[src/rtl/ppi_pkg.sv]
// Shared definitions for the polyphase interpolator commutator and its MAC array:
// sequencer states, frame width derivation and a constant-safe clog2.
package ppi_pkg;

    typedef enum logic {
        S_IDLE,
        S_SERIAL
    } state_t;

    function automatic int clog2(input int n);
        int r;
        r = 0;
        while ((1 << r) < n) begin
            r++;
        end
        return r;
    endfunction

    function automatic int frame_width(input int phase_w, input int l);
        return phase_w * l;
    endfunction

endpackage

[src/rtl/ppi_phase_mux.sv]
// Selects one phase slice out of the captured L-phase frame; gp_ccw reverses
// the slice order so phase 0 comes from the MSB end.
module ppi_phase_mux
    import ppi_pkg::*;
#(
    parameter int gp_interpolation_factor = 32,
    parameter int gp_phase_width          = 26,
    parameter int gp_ccw                  = 0,
    localparam int c_frame_w = frame_width(gp_phase_width, gp_interpolation_factor),
    localparam int c_ph_w    = clog2(gp_interpolation_factor)
)(
    input  logic [c_frame_w-1:0]      frame,
    input  logic [c_ph_w-1:0]         phase,
    output logic [gp_phase_width-1:0] slice
);

    localparam logic [c_ph_w-1:0] c_last_phase = c_ph_w'(gp_interpolation_factor - 1);

    logic [c_ph_w-1:0] sel;

    always_comb begin
        sel   = (gp_ccw != 0) ? (c_last_phase - phase) : phase;
        slice = frame[int'(sel)*gp_phase_width +: gp_phase_width];
    end

endmodule

[src/rtl/ppi_commutator_ctrl.sv]
// Sequencer between the sample source, the polyphase MAC array and the rate-L
// output stream: one accepted sample becomes one array strobe and L output phases.
module ppi_commutator_ctrl
    import ppi_pkg::*;
#(
    parameter int gp_idata_width          = 8,
    parameter int gp_interpolation_factor = 32,
    parameter int gp_phase_width          = 26,
    parameter int gp_ccw                  = 0,
    localparam int c_frame_w = frame_width(gp_phase_width, gp_interpolation_factor),
    localparam int c_ph_w    = clog2(gp_interpolation_factor)
)(
    input  logic                      i_clk,
    input  logic                      i_rst,
    input  logic                      i_flush,
    input  logic                      i_in_valid,
    output logic                      o_in_ready,
    input  logic [gp_idata_width-1:0] i_in_data,
    output logic [gp_idata_width-1:0] o_dp_data,
    output logic                      o_dp_ena,
    input  logic [c_frame_w-1:0]      i_dp_data,
    output logic                      o_out_valid,
    input  logic                      i_out_ready,
    output logic [gp_phase_width-1:0] o_out_data,
    output logic [c_ph_w-1:0]         o_out_phase,
    output logic                      o_out_last
);

    localparam logic [c_ph_w-1:0] c_last_phase = c_ph_w'(gp_interpolation_factor - 1);

    state_t                    state;
    logic [gp_idata_width-1:0] r_sample;
    logic                      r_sample_vld;
    logic [c_frame_w-1:0]      r_frame;
    logic [c_ph_w-1:0]         r_phase;

    logic at_last;
    logic in_hs;
    logic out_hs;
    logic load;

    assign o_out_valid = (state == S_SERIAL);
    assign at_last     = (r_phase == c_last_phase);
    assign out_hs      = o_out_valid & i_out_ready;
    assign o_in_ready  = ~r_sample_vld & ~i_rst;
    assign in_hs       = i_in_valid & o_in_ready;

    // A new frame is fetched when idle, or back-to-back as the last phase leaves,
    // so a steady source keeps the output stream free of bubbles.
    assign load = r_sample_vld & ((state == S_IDLE) | (out_hs & at_last)) & ~i_flush & ~i_rst;

    assign o_dp_ena    = load;
    assign o_dp_data   = r_sample;
    assign o_out_phase = r_phase;
    assign o_out_last  = o_out_valid & at_last;

    always_ff @(posedge i_clk) begin
        if (i_rst) begin
            state        <= S_IDLE;
            r_sample     <= '0;
            r_sample_vld <= 1'b0;
            r_frame      <= '0;
            r_phase      <= '0;
        end else if (i_flush) begin
            state        <= S_IDLE;
            r_sample_vld <= 1'b0;
            r_phase      <= '0;
        end else begin
            if (in_hs) begin
                r_sample     <= i_in_data;
                r_sample_vld <= 1'b1;
            end
            if (load) begin
                r_frame      <= i_dp_data;
                r_sample_vld <= 1'b0;
                r_phase      <= '0;
                state        <= S_SERIAL;
            end else if (out_hs) begin
                if (at_last) begin
                    state   <= S_IDLE;
                    r_phase <= '0;
                end else begin
                    r_phase <= r_phase + c_ph_w'(1);
                end
            end
        end
    end

    ppi_phase_mux #(
        .gp_interpolation_factor(gp_interpolation_factor),
        .gp_phase_width         (gp_phase_width),
        .gp_ccw                 (gp_ccw)
    ) u_phase_mux (
        .frame(r_frame),
        .phase(r_phase),
        .slice(o_out_data)
    );

endmodule

[config.mk]
export PLATFORM = sky130hd
export DESIGN_NAME = ppi_commutator_ctrl
export DESIGN_NICKNAME = d
export VERILOG_FILES = /design/src/rtl/ppi_pkg.sv /design/src/rtl/ppi_phase_mux.sv /design/src/rtl/ppi_commutator_ctrl.sv
export SDC_FILE = /design/constraint.sdc
export NUM_CORES = 2
export LEC_CHECK = 0
export BUFFER_PORTS_ARGS = -buffer_cell sky130_fd_sc_hd__buf_2
export CAP_MARGIN = 20
export CORE_AREA = 5 5 346 348
export DETAILED_ROUTE_END_ITERATION = 16
export DIE_AREA = 0 0 351 353
export GPL_TIMING_DRIVEN = 0
export PLACE_DENSITY = 0.53
export SYNTH_ARGS = -nofsm -noshare
export SYNTH_HDL_FRONTEND = slang
export SYNTH_SLANG_ARGS = --single-unit
[constraint.sdc]
create_clock -name i_clk -period 2.93 [get_ports i_clk]
set_input_delay 0.586 -clock i_clk [delete_from_list [all_inputs] [get_ports i_clk]]
set_output_delay 0.586 -clock i_clk [all_outputs]
set_load 0.1 [all_outputs]
==> flow_summary_export.csv <==
group,metric,value,unit
synthesis,syn_inst,4214,
synthesis,ys_top_cells_by_count,"1683 x nand2_1, 847 x dfxtp_1, 834 x nand3b_1, 237 x clkbuf_1, 146 x mux4_2",
floorplanning,die_width,351,um
final_layout,n_fill_cell,11700,
worst_setup_path,critPathLaunchType,"flop",
placement,dp_slack,-1.65,ns
floorplanning,initial_core_util,32.3,%
placement,place_area,44300,um^2
placement,port_buffers,887,
synthesis,synth.most_common_cell,"nand2_1",
synthesis,ys_seq_area_share,45.3,%
worst_setup_path,critPathKind,"flop to output port",
synthesis,synth_top_area_share,45.3,%
placement,hpwlAfterDp,156000,um
synthesis,yosys.area.top_type,"dfxtp_1",
floorplanning,fp.dieArea,124000,um^2
drt,via_per_inst,5.15,
worst_setup_path,path_max_fanout,5,
job,drv_cap,0,
global_route,grt_overflow,0,
final_layout,multi_input_area,20500,um^2
synthesis,synth_cell_types,41,
sta,fmax,254,MHz
final_layout,final_nets,6119,
floorplanning,die_h,353,um
clock_network,clk_pin_slew,0.07,ns
synthesis,async_flop_share,0,%
clock_network,ctsHoldBuffers,0,
placement,routabilityCongestion,0.954,
sta,tns,-23.32,ns
clock_network,clock-root-buffer,"clkbuf_16",
sta,hold_viol_final,0,
synthesis,synth_nets,5061,
sta,fin_crit_sh,135,%
final_layout,drive_gt1_share,31.6,%
final_layout,area_growth,35.2,%
sta,finalSetupViolCount,27,
clock_network,clockBufferDepth,3,
synthesis,netlist_area,37400,um^2
sta,fin_ws,-1.01,ns
floorplanning,rows,125,
sta,maxSlewHeadroom,35.1,%
outcome,violations,"negative setup slack",
drt,ant_nets,0,
power,p_per_area,520,nW/um^2
sta,rsz0062_at_grt,"yes",
drt,firstDrtPassIters,6,
clock_network,insertion_delay,0.69,ns
worst_setup_path,crit_arrival,3.36,ns
synthesis,ys_warn_count,0,
power,p_leak,22.9,nW
global_route,grt_pass1_wl,266000,um
clock_network,cts_tree,"built",
worst_setup_path,crit_path_end_kind,"output port",
sta,drv_slew,0,
drt,wire_per_inst,27.9,um
power,ir_worst_vdd,0.000392,V
global_route,antenna_found_initial,71,
drt,vias,35600,
drt,wirelength,193000,um
floorplanning,core_area,116000,um^2
final_layout,final_core_util,43.6,%
final_layout,fin_area,50600,um^2
synthesis,synth_seq_cells,847,
final_layout,register_area,17000,um^2
sta,period_needed,3.94,ns
worst_setup_path,cp.required,2.34,ns
synthesis,synth-edff-count,0,
global_route,track_usage,30.0,%
synthesis,synthTopCellsByArea,"dfxtp_1 45%, nand2_1 17%, nand3b_1 17%, mux4_2 8.8%, mux2i_1 2.8%",
sta,worst_pin_slew,0.974,ns
clock_network,h-tree-depth,3,
outcome,status,"complete, but fails checks",
synthesis,syn_avg_cell_area,8.88,um^2
synthesis,ys.flop_type,"dfxtp_1",
global_route,grt_pass1_vias,36200,
floorplanning,ios,888,
clock_network,cts_made_buffers,97,
worst_hold_path,hp-class,"primary input to flop",
drt,drtIter0Drc,2825,
sta,finClkSkew,0.0326,ns
drt,route.detailed.drc,0,
global_route,grt_max_degree,13,
clock_network,cts_sinks,847,
placed cells by master, fill, tap and decap left out, drive strengths merged, types with 8 or more instances in the layout:
cell type  count
a2111oi       25
nand3b       834
nand2       1683
o221ai        26
clkbuf       394
mux2i        106
nand3          8
nor2           8
a22o          25
diode         35
dfxtp        847
mux4         155
a21oi         62
a22oi         27
buf         1071
o22ai         25
clkinv        21
repair_timing:
item,CTS,global route
cloned,3,1
pin swaps,48,36
setup buffers,30,39
setup endpoints to repair,860,218
resized for setup,510,107
cells by family after synthesis:
kind of cell | count (synthesis) | synth area share [%]
DFF | 847 | 45.3
adders and majority gates | 2 | 0.0669
and+or+nand+nor | 2543 | 34.0
AOI/OAI and AO/OA | 195 | 3.95
xor gates and xnor gates | 3 | 0.0702
muxes | 261 | 12.3
buffers and inverters | 363 | 4.32
layer usage:
layer / share of wire (%) / GRT usage [%] / vias to the layer above
met4: 5.1 / 13.6 / 26
met2: 47 / 49.5 / 1469
met5: 0.091 / 0 / -
met3: 7.3 / 5.92 / 364
met1: 41 / 37.8 / 17300
li1: - / - / 16500
worst max-delay path, cell delays in order (launching register included):
cell	delay [ns]
dfxtp_4	0.47
buf_16	0.16
buf_4	0.11
buf_12	0.15
mux4_2	0.61
a22o_4	0.29
a2111oi_4	0.55
a21oi_4	0.10
buf_12	0.21
flip-flops by register name, indices dropped and copies added, names as in the netlist:
register / flops
o_out_valid: 1
o_out_phase: 5
r_sample_vld: 1
o_dp_data: 8
r_frame: 832
where the power goes:
part / switching (mW) / internal, mW
Clock: 5.20 / 7.46
Combinational: 0.977 / 0.826
Sequential: 0.113 / 11.7
Total: 6.29 / 20.0
layout make-up:
cell class                      count  share of cell area (%)
Buffer                            360                    4.40
Antenna cell                       35                   0.173
Sequential cell                   847                    33.6
Multi-Input combinational cell   3004                    40.5
Clock buffer                      147                    5.92
Tap cell                         1524                    3.77
Inverter                            2                  0.0198
Timing Repair Buffer              960                    11.1
Clock inverter                     31                   0.586
through the flow:
| step | total power, mW | hold slack [ns] | std cells |
|---|---|---|---|
| 2_1_floorplan | 12.7 | 0.445 | 4214 |
| 3_5_place_dp | 13.8 | 0.447 | 6634 |
| 5_1_grt | 27.0 | 0.0651 | 6895 |
| 3_3_place_gp | 13.8 | 0.440 | 6625 |
| 6_report | 26.3 | 0.0737 | 6910 |
| 4_1_cts | 26.4 | 0.0366 | 6845 |
worst paths after layout:
path	from	cells past startpoint	slack [ns]	endpoint
worst max-delay path	o_out_phase[0]	8	-1.01	o_out_data[21]
worst min-delay path	i_dp_data[26]	3	0.07	r_frame[26]
worst max register to register	o_out_phase[2]	13	0.02	r_frame[601]
worst min register to register	o_dp_data[4]	2	0.46	o_dp_data[4]
Note: power is estimated with default switching activity, not from simulation.
